## src/rtl/tlul_host_pkg.sv

```systemverilog
// tlul_host_pkg: width helpers and constants for tlul_host_port and its
// transaction tracker. Widths derive from MaxOutstanding (1..8).
package tlul_host_pkg;

  // Source index width; at least 1 bit so a single-outstanding host still has a vector.
  function automatic int src_idx_w(input int max_out);
    return (max_out > 1) ? $clog2(max_out) : 1;
  endfunction

  // Counter must hold the value MaxOutstanding itself.
  function automatic int cnt_w(input int max_out);
    return $clog2(max_out + 1);
  endfunction

  localparam logic [1:0] TlSizeWord = 2'd2;
  localparam logic [3:0] MaskAll    = 4'hF;

endpackage

```

## src/rtl/tlul_pkg.sv

```systemverilog
// tlul_pkg: minimal TL-UL (32-bit data, 8-bit source) channel types and opcodes
// shared by every TL-UL agent in this slice.
//   tl_h2d_t : host -> device, the A channel plus d_ready
//   tl_d2h_t : device -> host, the D channel plus a_ready
package tlul_pkg;

  typedef enum logic [2:0] {
    PutFullData    = 3'h0,
    PutPartialData = 3'h1,
    Get            = 3'h4
  } tl_a_op_e;

  typedef enum logic [2:0] {
    AccessAck     = 3'h0,
    AccessAckData = 3'h1
  } tl_d_op_e;

  localparam logic [15:0] TlAUserDefault = 16'h0000;

  typedef struct packed {
    logic        a_valid;
    tl_a_op_e    a_opcode;
    logic [2:0]  a_param;
    logic [1:0]  a_size;
    logic [7:0]  a_source;
    logic [31:0] a_address;
    logic [3:0]  a_mask;
    logic [31:0] a_data;
    logic [15:0] a_user;
    logic        d_ready;
  } tl_h2d_t;

  typedef struct packed {
    logic        d_valid;
    tl_d_op_e    d_opcode;
    logic [2:0]  d_param;
    logic [1:0]  d_size;
    logic [7:0]  d_source;
    logic        d_sink;
    logic [31:0] d_data;
    logic [15:0] d_user;
    logic        d_error;
    logic        a_ready;
  } tl_d2h_t;

endpackage

```

## src/rtl/tlul_host_port_if.sv

```systemverilog
// tlul_host_port_if: core-side req/gnt/rvalid memory interface.
//   master : the core (drives req_i, we_i, addr_i, be_i, wdata_i)
//   slave  : tlul_host_port (drives gnt_o, rvalid_o, rdata_o, err_o)
interface tlul_host_port_if;
  logic        req_i;
  logic        gnt_o;
  logic        we_i;
  logic [31:0] addr_i;
  logic [3:0]  be_i;
  logic [31:0] wdata_i;
  logic        rvalid_o;
  logic [31:0] rdata_o;
  logic        err_o;

  modport master (output req_i, we_i, addr_i, be_i, wdata_i,
                  input  gnt_o, rvalid_o, rdata_o, err_o);
  modport slave  (input  req_i, we_i, addr_i, be_i, wdata_i,
                  output gnt_o, rvalid_o, rdata_o, err_o);
endinterface

```

## src/rtl/tlul_host_txn_tracker.sv

```systemverilog
// tlul_host_txn_tracker: in-flight transaction bookkeeping for tlul_host_port.
//   clock, reset    : clock, synchronous active-low reset
//   i_inc           : A-channel handshake this cycle
//   i_d_valid       : D beat presented this cycle
//   o_full/o_empty  : count == MaxOutstanding / count == 0
//   o_d_accept      : D beat matches an outstanding request
//   o_src_idx       : local source index for the next A request
//   o_proto_err     : registered pulse, D beat arrived with nothing outstanding
module tlul_host_txn_tracker
  import tlul_host_pkg::*;
#(
  parameter  int MaxOutstanding = 2,
  localparam int SrcIdxW        = src_idx_w(MaxOutstanding),
  localparam int CntW           = cnt_w(MaxOutstanding)
) (
  input  logic               clock,
  input  logic               reset,
  input  logic               i_inc,
  input  logic               i_d_valid,
  output logic               o_full,
  output logic               o_empty,
  output logic               o_d_accept,
  output logic [SrcIdxW-1:0] o_src_idx,
  output logic               o_proto_err
);

  logic [CntW-1:0]    r_count;
  logic [SrcIdxW-1:0] r_src_idx;
  logic               r_proto_err;

  assign o_empty     = (r_count == '0);
  assign o_full      = (r_count >= CntW'(MaxOutstanding));
  assign o_d_accept  = i_d_valid & ~o_empty;
  assign o_src_idx   = r_src_idx;
  assign o_proto_err = r_proto_err;

  always_ff @(posedge clock) begin
    if (!reset) begin
      r_count     <= '0;
      r_src_idx   <= '0;
      r_proto_err <= 1'b0;
    end else begin
      r_proto_err <= i_d_valid & o_empty;
      // simultaneous issue and retire leaves the count unchanged
      if (i_inc & ~o_d_accept)
        r_count <= r_count + CntW'(1);
      else if (~i_inc & o_d_accept)
        r_count <= r_count - CntW'(1);
      if (i_inc)
        r_src_idx <= (r_src_idx == SrcIdxW'(MaxOutstanding - 1)) ? '0
                                                                 : r_src_idx + SrcIdxW'(1);
    end
  end

endmodule

```

## src/rtl/tlul_host_port.sv

```systemverilog
// tlul_host_port: TL-UL initiator bridging a core req/gnt/rvalid port onto TL-UL.
// A channel is combinational from the core request (no A-side register);
// responses return in order, combinationally from the D channel.
//   clock, reset : clock, synchronous active-low reset
//   core         : tlul_host_port_if.slave (req/gnt/we/addr/be/wdata/rvalid/rdata/err)
//   proto_err_o  : 1-cycle pulse, D beat received with nothing outstanding
//   tl_o / tl_i  : TL-UL host->device / device->host
// Build option: TLUL_HOST_ALIGN_CHK_EN -- misaligned requests are answered locally
// with an error instead of being issued word-aligned.
module tlul_host_port
  import tlul_pkg::*;
  import tlul_host_pkg::*;
#(
  parameter int MaxOutstanding = 2,
  parameter int SourceBase     = 0
) (
  input  logic                clock,
  input  logic                reset,
  tlul_host_port_if.slave     core,
  output logic                proto_err_o,
  output tlul_pkg::tl_h2d_t   tl_o,
  input  tlul_pkg::tl_d2h_t   tl_i
);

  localparam int SrcIdxW = src_idx_w(MaxOutstanding);

  logic               w_full, w_empty, w_d_accept;
  logic               w_a_valid, w_a_hs;
  logic               w_misalign, w_local_gnt, w_local_rsp;
  logic [SrcIdxW-1:0] w_src_idx;
  logic               w_unused_d;

`ifdef TLUL_HOST_ALIGN_CHK_EN
  logic r_local_rsp;
  assign w_misalign  = (core.addr_i[1:0] != 2'b00);
  // Only granted with nothing in flight, so the local error cannot overtake a D beat.
  assign w_local_gnt = core.req_i & w_misalign & w_empty & ~r_local_rsp;
  assign w_local_rsp = r_local_rsp;
  always_ff @(posedge clock) begin
    if (!reset) r_local_rsp <= 1'b0;
    else        r_local_rsp <= w_local_gnt;
  end
`else
  assign w_misalign  = 1'b0;
  assign w_local_gnt = 1'b0;
  assign w_local_rsp = 1'b0;
`endif

  assign w_a_valid  = core.req_i & ~w_misalign & ~w_full & ~w_local_rsp;
  assign w_a_hs     = w_a_valid & tl_i.a_ready;
  assign core.gnt_o = w_a_hs | w_local_gnt;

  tlul_host_txn_tracker #(.MaxOutstanding(MaxOutstanding)) u_tracker (
    .clock       (clock),
    .reset       (reset),
    .i_inc       (w_a_hs),
    .i_d_valid   (tl_i.d_valid),
    .o_full      (w_full),
    .o_empty     (w_empty),
    .o_d_accept  (w_d_accept),
    .o_src_idx   (w_src_idx),
    .o_proto_err (proto_err_o)
  );

  // A-channel fields are zeroed while idle so the bus is quiet without a request.
  always_comb begin
    tl_o         = '0;
    tl_o.d_ready = 1'b1;
    tl_o.a_valid = w_a_valid;
    if (core.req_i) begin
      tl_o.a_opcode  = !core.we_i ? Get :
                       (core.be_i == MaskAll) ? PutFullData : PutPartialData;
      tl_o.a_mask    = core.we_i ? core.be_i : MaskAll;
      tl_o.a_size    = TlSizeWord;
      tl_o.a_address = core.addr_i & ~32'h3;
      tl_o.a_source  = 8'(SourceBase) + 8'(w_src_idx);
      tl_o.a_data    = core.we_i ? core.wdata_i : '0;
      tl_o.a_user    = TlAUserDefault;
    end
  end

  assign core.rvalid_o = w_d_accept | w_local_rsp;

  always_comb begin
    core.rdata_o = '0;
    core.err_o   = 1'b0;
    if (w_local_rsp) begin
      core.err_o = 1'b1;
    end else if (w_d_accept) begin
      core.err_o = tl_i.d_error;
      if (tl_i.d_opcode == AccessAckData) core.rdata_o = tl_i.d_data;
    end
  end

  // Responses are in order, so the D routing fields carry no information here.
  assign w_unused_d = ^{tl_i.d_param, tl_i.d_size, tl_i.d_source, tl_i.d_sink, tl_i.d_user};

endmodule
```

## src/flat_wrapper.sv

```systemverilog
// flat-port wrapper written by rule: the top's interface ports become plain ports
module tlul_host_port_flat import tlul_pkg::*; import tlul_host_pkg::*;
#(
  parameter int MaxOutstanding = 2,
  parameter int SourceBase     = 0
)
  (clock, reset, proto_err_o, tl_o, tl_i, core_req_i, core_we_i, core_addr_i, core_be_i, core_wdata_i, core_gnt_o, core_rvalid_o, core_rdata_o, core_err_o);
  tlul_host_port_if core_i ();
  input  logic clock;
  input  logic reset;
  output logic proto_err_o;
  output tlul_pkg::tl_h2d_t tl_o;
  input  tlul_pkg::tl_d2h_t tl_i;
  input wire logic [$bits(core_i.req_i)-1:0] core_req_i;
  input wire logic [$bits(core_i.we_i)-1:0] core_we_i;
  input wire logic [$bits(core_i.addr_i)-1:0] core_addr_i;
  input wire logic [$bits(core_i.be_i)-1:0] core_be_i;
  input wire logic [$bits(core_i.wdata_i)-1:0] core_wdata_i;
  output wire logic [$bits(core_i.gnt_o)-1:0] core_gnt_o;
  output wire logic [$bits(core_i.rvalid_o)-1:0] core_rvalid_o;
  output wire logic [$bits(core_i.rdata_o)-1:0] core_rdata_o;
  output wire logic [$bits(core_i.err_o)-1:0] core_err_o;
  assign core_i.req_i = core_req_i;
  assign core_i.we_i = core_we_i;
  assign core_i.addr_i = core_addr_i;
  assign core_i.be_i = core_be_i;
  assign core_i.wdata_i = core_wdata_i;
  assign core_gnt_o = core_i.gnt_o;
  assign core_rvalid_o = core_i.rvalid_o;
  assign core_rdata_o = core_i.rdata_o;
  assign core_err_o = core_i.err_o;
  tlul_host_port #(.MaxOutstanding(MaxOutstanding), .SourceBase(SourceBase)) u_core (.clock(clock), .reset(reset), .core(core_i), .proto_err_o(proto_err_o), .tl_o(tl_o), .tl_i(tl_i));
endmodule
```

## config.mk

```make
export PLATFORM = sky130hd
export DESIGN_NAME = tlul_host_port_flat
export DESIGN_NICKNAME = d
export VERILOG_FILES = /design/src/rtl/tlul_host_pkg.sv /design/src/rtl/tlul_pkg.sv /design/src/rtl/tlul_host_port_if.sv /design/src/rtl/tlul_host_txn_tracker.sv /design/src/rtl/tlul_host_port.sv /design/src/flat_wrapper.sv
export SDC_FILE = /design/constraint.sdc
export NUM_CORES = 1
export LEC_CHECK = 0
export CORE_AREA = 2 2 108 110
export DETAILED_ROUTE_END_ITERATION = 12
export DIE_AREA = 0 0 110 112
export PLACE_DENSITY_LB_ADDON = 0.2
export SYNTH_ARGS = -nofsm -noshare
export SYNTH_HDL_FRONTEND = slang
export SYNTH_SLANG_ARGS = --single-unit
```

## constraint.sdc

```tcl
create_clock -name clock -period 2.4 [get_ports clock]
set_clock_uncertainty 0.05 [all_clocks]
set_input_delay 0.48 -clock clock [delete_from_list [all_inputs] [get_ports clock]]
set_output_delay 0.48 -clock clock [all_outputs]
set_load 0.02 [all_outputs]
```

Yosys cells after proc, flatten, opt, wreduce, memory -nomap -nowiden
Cells that the tools add are included.

$add $sub $neg: 3. Order comparisons: 1. Eq/ne operators: 2. Multiplexer cells: 12. Bitwise logic cells: 10. Reduce and logical (&&, ||, !) cells: 2.

Operators by type and width (number): 32-bit 2-to-1 mux (3); 94-bit 2-to-1 mux (1); 1-bit bitwise AND (6); 3-bit 2-to-1 mux (2); 4-bit equality test, second input constant (1); 2-bit 2-to-1 mux (2); 4-bit 2-to-1 mux (1); 1-bit inverter (4); 3-bit by 1-bit equality test with 1-bit output, second input constant (1); 1-bit 2-to-1 mux (3); 2-bit by 1-bit adder with 2-bit output, second input constant (1); 2-bit greater-or-equal comparator, second input constant (1); 2-bit zero test (1); 2-bit nonzero test (1); 2-bit by 1-bit subtractor with 2-bit output, second input constant (1); 1-bit adder, second input constant (1).

Flip-flop bits (word level): 4. Bits of input ports: 140. Word-level logic and storage cells: 33.

Logic depth before layout (Yosys ltp)
Depth after elaboration: 8. Mapped depth: 5.

By module
Synthesis repeated with hierarchy kept, for this count alone.

Cells, all modules: 177. Area, all modules: 1219.9 um^2.

Modules (own cells, without submodules): tlul_host_port (times used 1, cells each 159, area an instance 1047.3 um^2); tlul_host_txn_tracker (times used 1, cells each 18, area an instance 172.7 um^2).

Least setup slack after synthesis
No wires, ideal clock.

Path kind: input-to-output. From: in tl_i[67] in the netlist's numbering. To: out core_rdata_o[10]. Data arrival time: 1.213 ns. Required time: 1.870 ns. Setup slack: 0.657 ns. Stages: 4. Buffers on the path: 1. Cell sequence: o21ai_2 -> nor4b_4 -> clkbuf_2 -> and2_2.

Longest elaborated chain between the ends: 2.

Ends and longest elaborated chain: start, declared (RTL line flat_wrapper.sv:13) `input tlul_pkg::tl_d2h_t tl_i;`; 1-bit bitwise AND (RTL line tlul_host_txn_tracker.sv:33) `assign o_d_accept = i_d_valid & ~o_empty;`; 32-bit 2-to-1 mux (RTL line tlul_host_port.sv:89) `end else if (w_d_accept) begin`; end, declared (RTL line flat_wrapper.sv:21) `output wire logic [$bits(core_i.rdata_o)-1:0] core_rdata_o;`.

Every way passes these cells.

Final worst setup path
From: in tl_i[65] in the netlist's numbering. To: out core_rdata_o[5].

Longest elaborated chain between the ends: 3.

Ends and longest elaborated chain: 3-bit by 1-bit equality test with 1-bit output (RTL line tlul_host_port.sv:91) `if (tl_i.d_opcode == AccessAckData) core.rdata_o = tl_i.d_data;`; 32-bit 2-to-1 mux (RTL line tlul_host_port.sv:91); 32-bit 2-to-1 mux (RTL line tlul_host_port.sv:89).

Every way passes these cells.

==> load_flow_metrics.sql <==
INSERT INTO impl_metrics (metric_group, metric, value, unit) VALUES
('floorplanning', 'floorplan.initialDensity', '0.110', ''),
('cts', 'worst_skew_pair.late_latency', '0.22', 'ns'),
('floorplanning', 'io_pins', '278', ''),
('yosys', 'ys_async_sr_fraction', '0', ''),
('global_routing', 'grt_first_pass_wirelength', '8570', 'µm'),
('place', 'portBuffers', '214', ''),
('place', 'placed_cell_area', '3470', 'µm²'),
('sta', 'final-hold-violation-count', '0', ''),
('hold_path', 'hp-class', 'reg2reg', ''),
('run_status', 'outcome', 'completed', ''),
('detailed_routing', 'drc_violation_count_after_routing', '0', ''),
('critical_path', 'r2r_startpoint', 'u_core.u_tracker.r_count[1]', ''),
('pwr', 'total_leakage_power', '0.00178', 'µW'),
('yosys', 'synth_top_family_by_area', 'simple AND/OR/NAND/NOR gates', ''),
('floorplanning', 'dieArea', '12300', 'µm²'),
('sta', 'min_period', '2.27', 'ns'),
('yosys', 'synth.cells.most_frequent', 'and2_1 (33), buf_4 (33), and2_2 (32), and3_1 (32), clkbuf_1 (11)', ''),
('critical_path', 'critical_path.max_fanout', '6', ''),
('yosys', 'synth-seq-area-share', '0.0652', ''),
('global_routing', 'overflow_left_after_global_routing', '0', ''),
('floorplanning', 'dieHeight', '112', 'µm'),
('place', 'gp_congestion', '0.734', ''),
('detailed_routing', 'drt_wl_total', '6100', 'µm'),
('floorplanning', 'design.core.area', '11200', 'µm²'),
('cts', 'cts.reportedPaths.clkPinSlew', '0.03', 'ns'),
('sta', 'maxClockFrequency', '440', 'MHz'),
('yosys', 'synth_compound_gate_area_share', '0.0489', ''),
('layout', 'design_area', '3530', 'µm²'),
('yosys', 'yosysTopAreaCellShare', '0.202', ''),
('cts', 'ctsHtreeMaxLevel', '1', ''),
('critical_path', 'worst_setup_path_startpoint', 'tl_i[65]', ''),
('yosys', 'postSynthRegisterBits', '4', ''),
('yosys', 'adder_and_majority_gate_portion_of_the_synthesized_area', '0.0102', ''),
('cts', 'holdBufCountCts', '0', ''),
('pwr', 'power_per_cell_area', '323', 'nW/µm²'),
('sta', 'layout_worst_path_cycle_share', '0.946', ''),
('pwr', 'combPwrFrac', '0.680', ''),
('yosys', 'synth.lib_cells_used.distinct', '23', ''),
('yosys', 'yosys_warns', '0', ''),
('pwr', 'p_seq_frac', '0.094', ''),
('pwr', 'p_int', '734', 'µW'),
('run', 'maxCapViolations', '0', ''),
('yosys', 'syn-instance-count', '176', ''),
('critical_path', 'type_of_the_worst_setup_path', 'in2out', ''),
('critical_path', 'cp.arrival', '1.74', 'ns'),
('sta', 'hold_slack', '0.482', 'ns'),
('sta', 'maxSlewViolCount', '0', ''),
('cts', 'cts.root.buffer_cell', 'clkbuf_16', ''),
('yosys', 'synth_top_area_cell', 'buf_4', ''),
('floorplanning', 'num_rows', '39', ''),
('layout', 'area_growth', '187', '%'),
('yosys', 'top_cells_by_area_in_the_synthesized_netlist', 'buf_4 (20%), and2_2 (20%), and2_1 (17%), and3_1 (16%), dfxtp_1 (6.5%)', ''),
('yosys', 'synth_simple_gate_area_frac', '0.585', ''),
('cts', 'cts_made_buffers', '3', ''),
('pwr', 'switching_share', '0.355', ''),
('layout', 'design.final.nets', '537', ''),
('yosys', 'synth-xor-area-share', '0.0214', ''),
('layout', 'final_layout_size_suffix_gt1_frac', '0.226', ''),
('pwr', 'power', '1140', 'µW'),
('detailed_routing', 'dr.pass1.iters', '3', ''),
('place', 'place_inst', '526', ''),
('place', 'post-dp-hpwl', '5170', 'µm'),
('detailed_routing', 'via_per_inst', '3.56', ''),
('pwr', 'power_switching', '404', 'µW'),
('yosys', 'most_used_flip_flop_cell_after_synthesis', 'dfxtp_1', ''),
('critical_path', 'critical_path.startpoint_type', 'input port', ''),
('cts', 'tritoncts', 'yes', ''),
('layout', 'final-instance-count-excl-fill', '537', ''),
('pwr', 'vdd_drop_max', '0.196', 'mV'),
('detailed_routing', 'postRouteAntennaNets', '0', ''),
('detailed_routing', 'post_drt_wl_per_cell', '11.4', 'µm');
## stage by stage
step | setup TNS (ns) | utilization | setup slack [ns]
2_1_floorplan | 0 | - | 0.657
3_3_place_gp | -17.76 | 0.310 | -0.457
3_5_place_dp | -18.06 | 0.310 | -0.487
4_1_cts | -0.0111 | 0.316 | -0.0111
5_1_grt | 0 | 0.316 | 0.0371
6_report | 0 | 0.316 | 0.130
## registers in the layout, indices dropped and copies added (netlist names)
signal,flops
u_core.u_tracker.r_count,2
u_core.u_tracker.o_proto_err,1
u_core.u_tracker.o_src_idx,1
## power by group through the flow
stage	combinational, µW	clock (µW)	sequential [µW]
after floorplan	374	0	118
after global placement	792	0	109
after detailed placement	795	0	107
after CTS	786	260	107
after global routing	844	262	109
final	774	257	107
## final timing paths
kind                                                     to  slack [ns]  cells past startpoint
worst min-delay path             u_core.u_tracker.o_src_idx        0.48                      2
worst max-delay path                        core_rdata_o[5]        0.13                      6
worst max register to register  u_core.u_tracker.r_count[1]        0.63                      6
worst min register to register   u_core.u_tracker.o_src_idx        0.48                      2
## placed cells by master, fill, tap and decap left out, types with 3 or more instances in the layout
cell	count
dfxtp_1	4
and2_1	33
and2_2	31
buf_6	3
buf_4	20
buf_2	13
a21boi_0	5
and3_1	32
clkdlybuf4s15_2	12
clkdlybuf4s50_1	138
clkbuf_16	3
buf_12	3
conb_1	31
inv_1	5
dlygate4sd2_1	42
## logic make-up (layout without fill, tap and decap cells)
logic type | Yosys count | count (layout)
adder cells (fa/ha/maj) | 1 | 1
other | 2 | 31
AO/OA/AOI/OAI | 8 | 8
buffers and inverters | 52 | 241
flip-flops | 4 | 4
XOR/XNOR | 3 | 3
AND/OR/NAND/NOR | 106 | 106
## per-layer routing
layer  vias to the layer above  wire length (µm)  share of wire  global-route usage
met5                         -                 0              0                   0
met4                         0                65          0.011              0.0186
met3                         6              1070           0.18              0.0340
met2                       164              3040           0.50               0.173
met1                       811              1910           0.31              0.0761
li1                        929                 -              -                   -
## worst max-delay path, stage by stage
cell,delay [ns]
dlygate4sd2_1,0.26
nor4b_4,0.32
buf_4,0.18
bufbuf_16,0.24
and2_2,0.13
buf_4,0.13
## final cells by class
| class | instances | area (µm²) | share of cell area |
|---|---|---|---|
| multi-input cells | 149 | 935 | 0.265 |
| flip-flops and latches | 4 | 80.1 | 0.0227 |
| inverters | 5 | 18.8 | 0.00532 |
| clock buffers | 3 | 75.1 | 0.0213 |
| repair buffers | 233 | 2240 | 0.635 |
| well taps | 143 | 179 | 0.0507 |
## timing repair
item	in CTS	in global routing
buffers inserted	5	0
gates resized for setup	162	10
setup endpoints to repair	72	29
gates cloned	3	0
No activity file was read; power rests on OpenSTA's default activity.
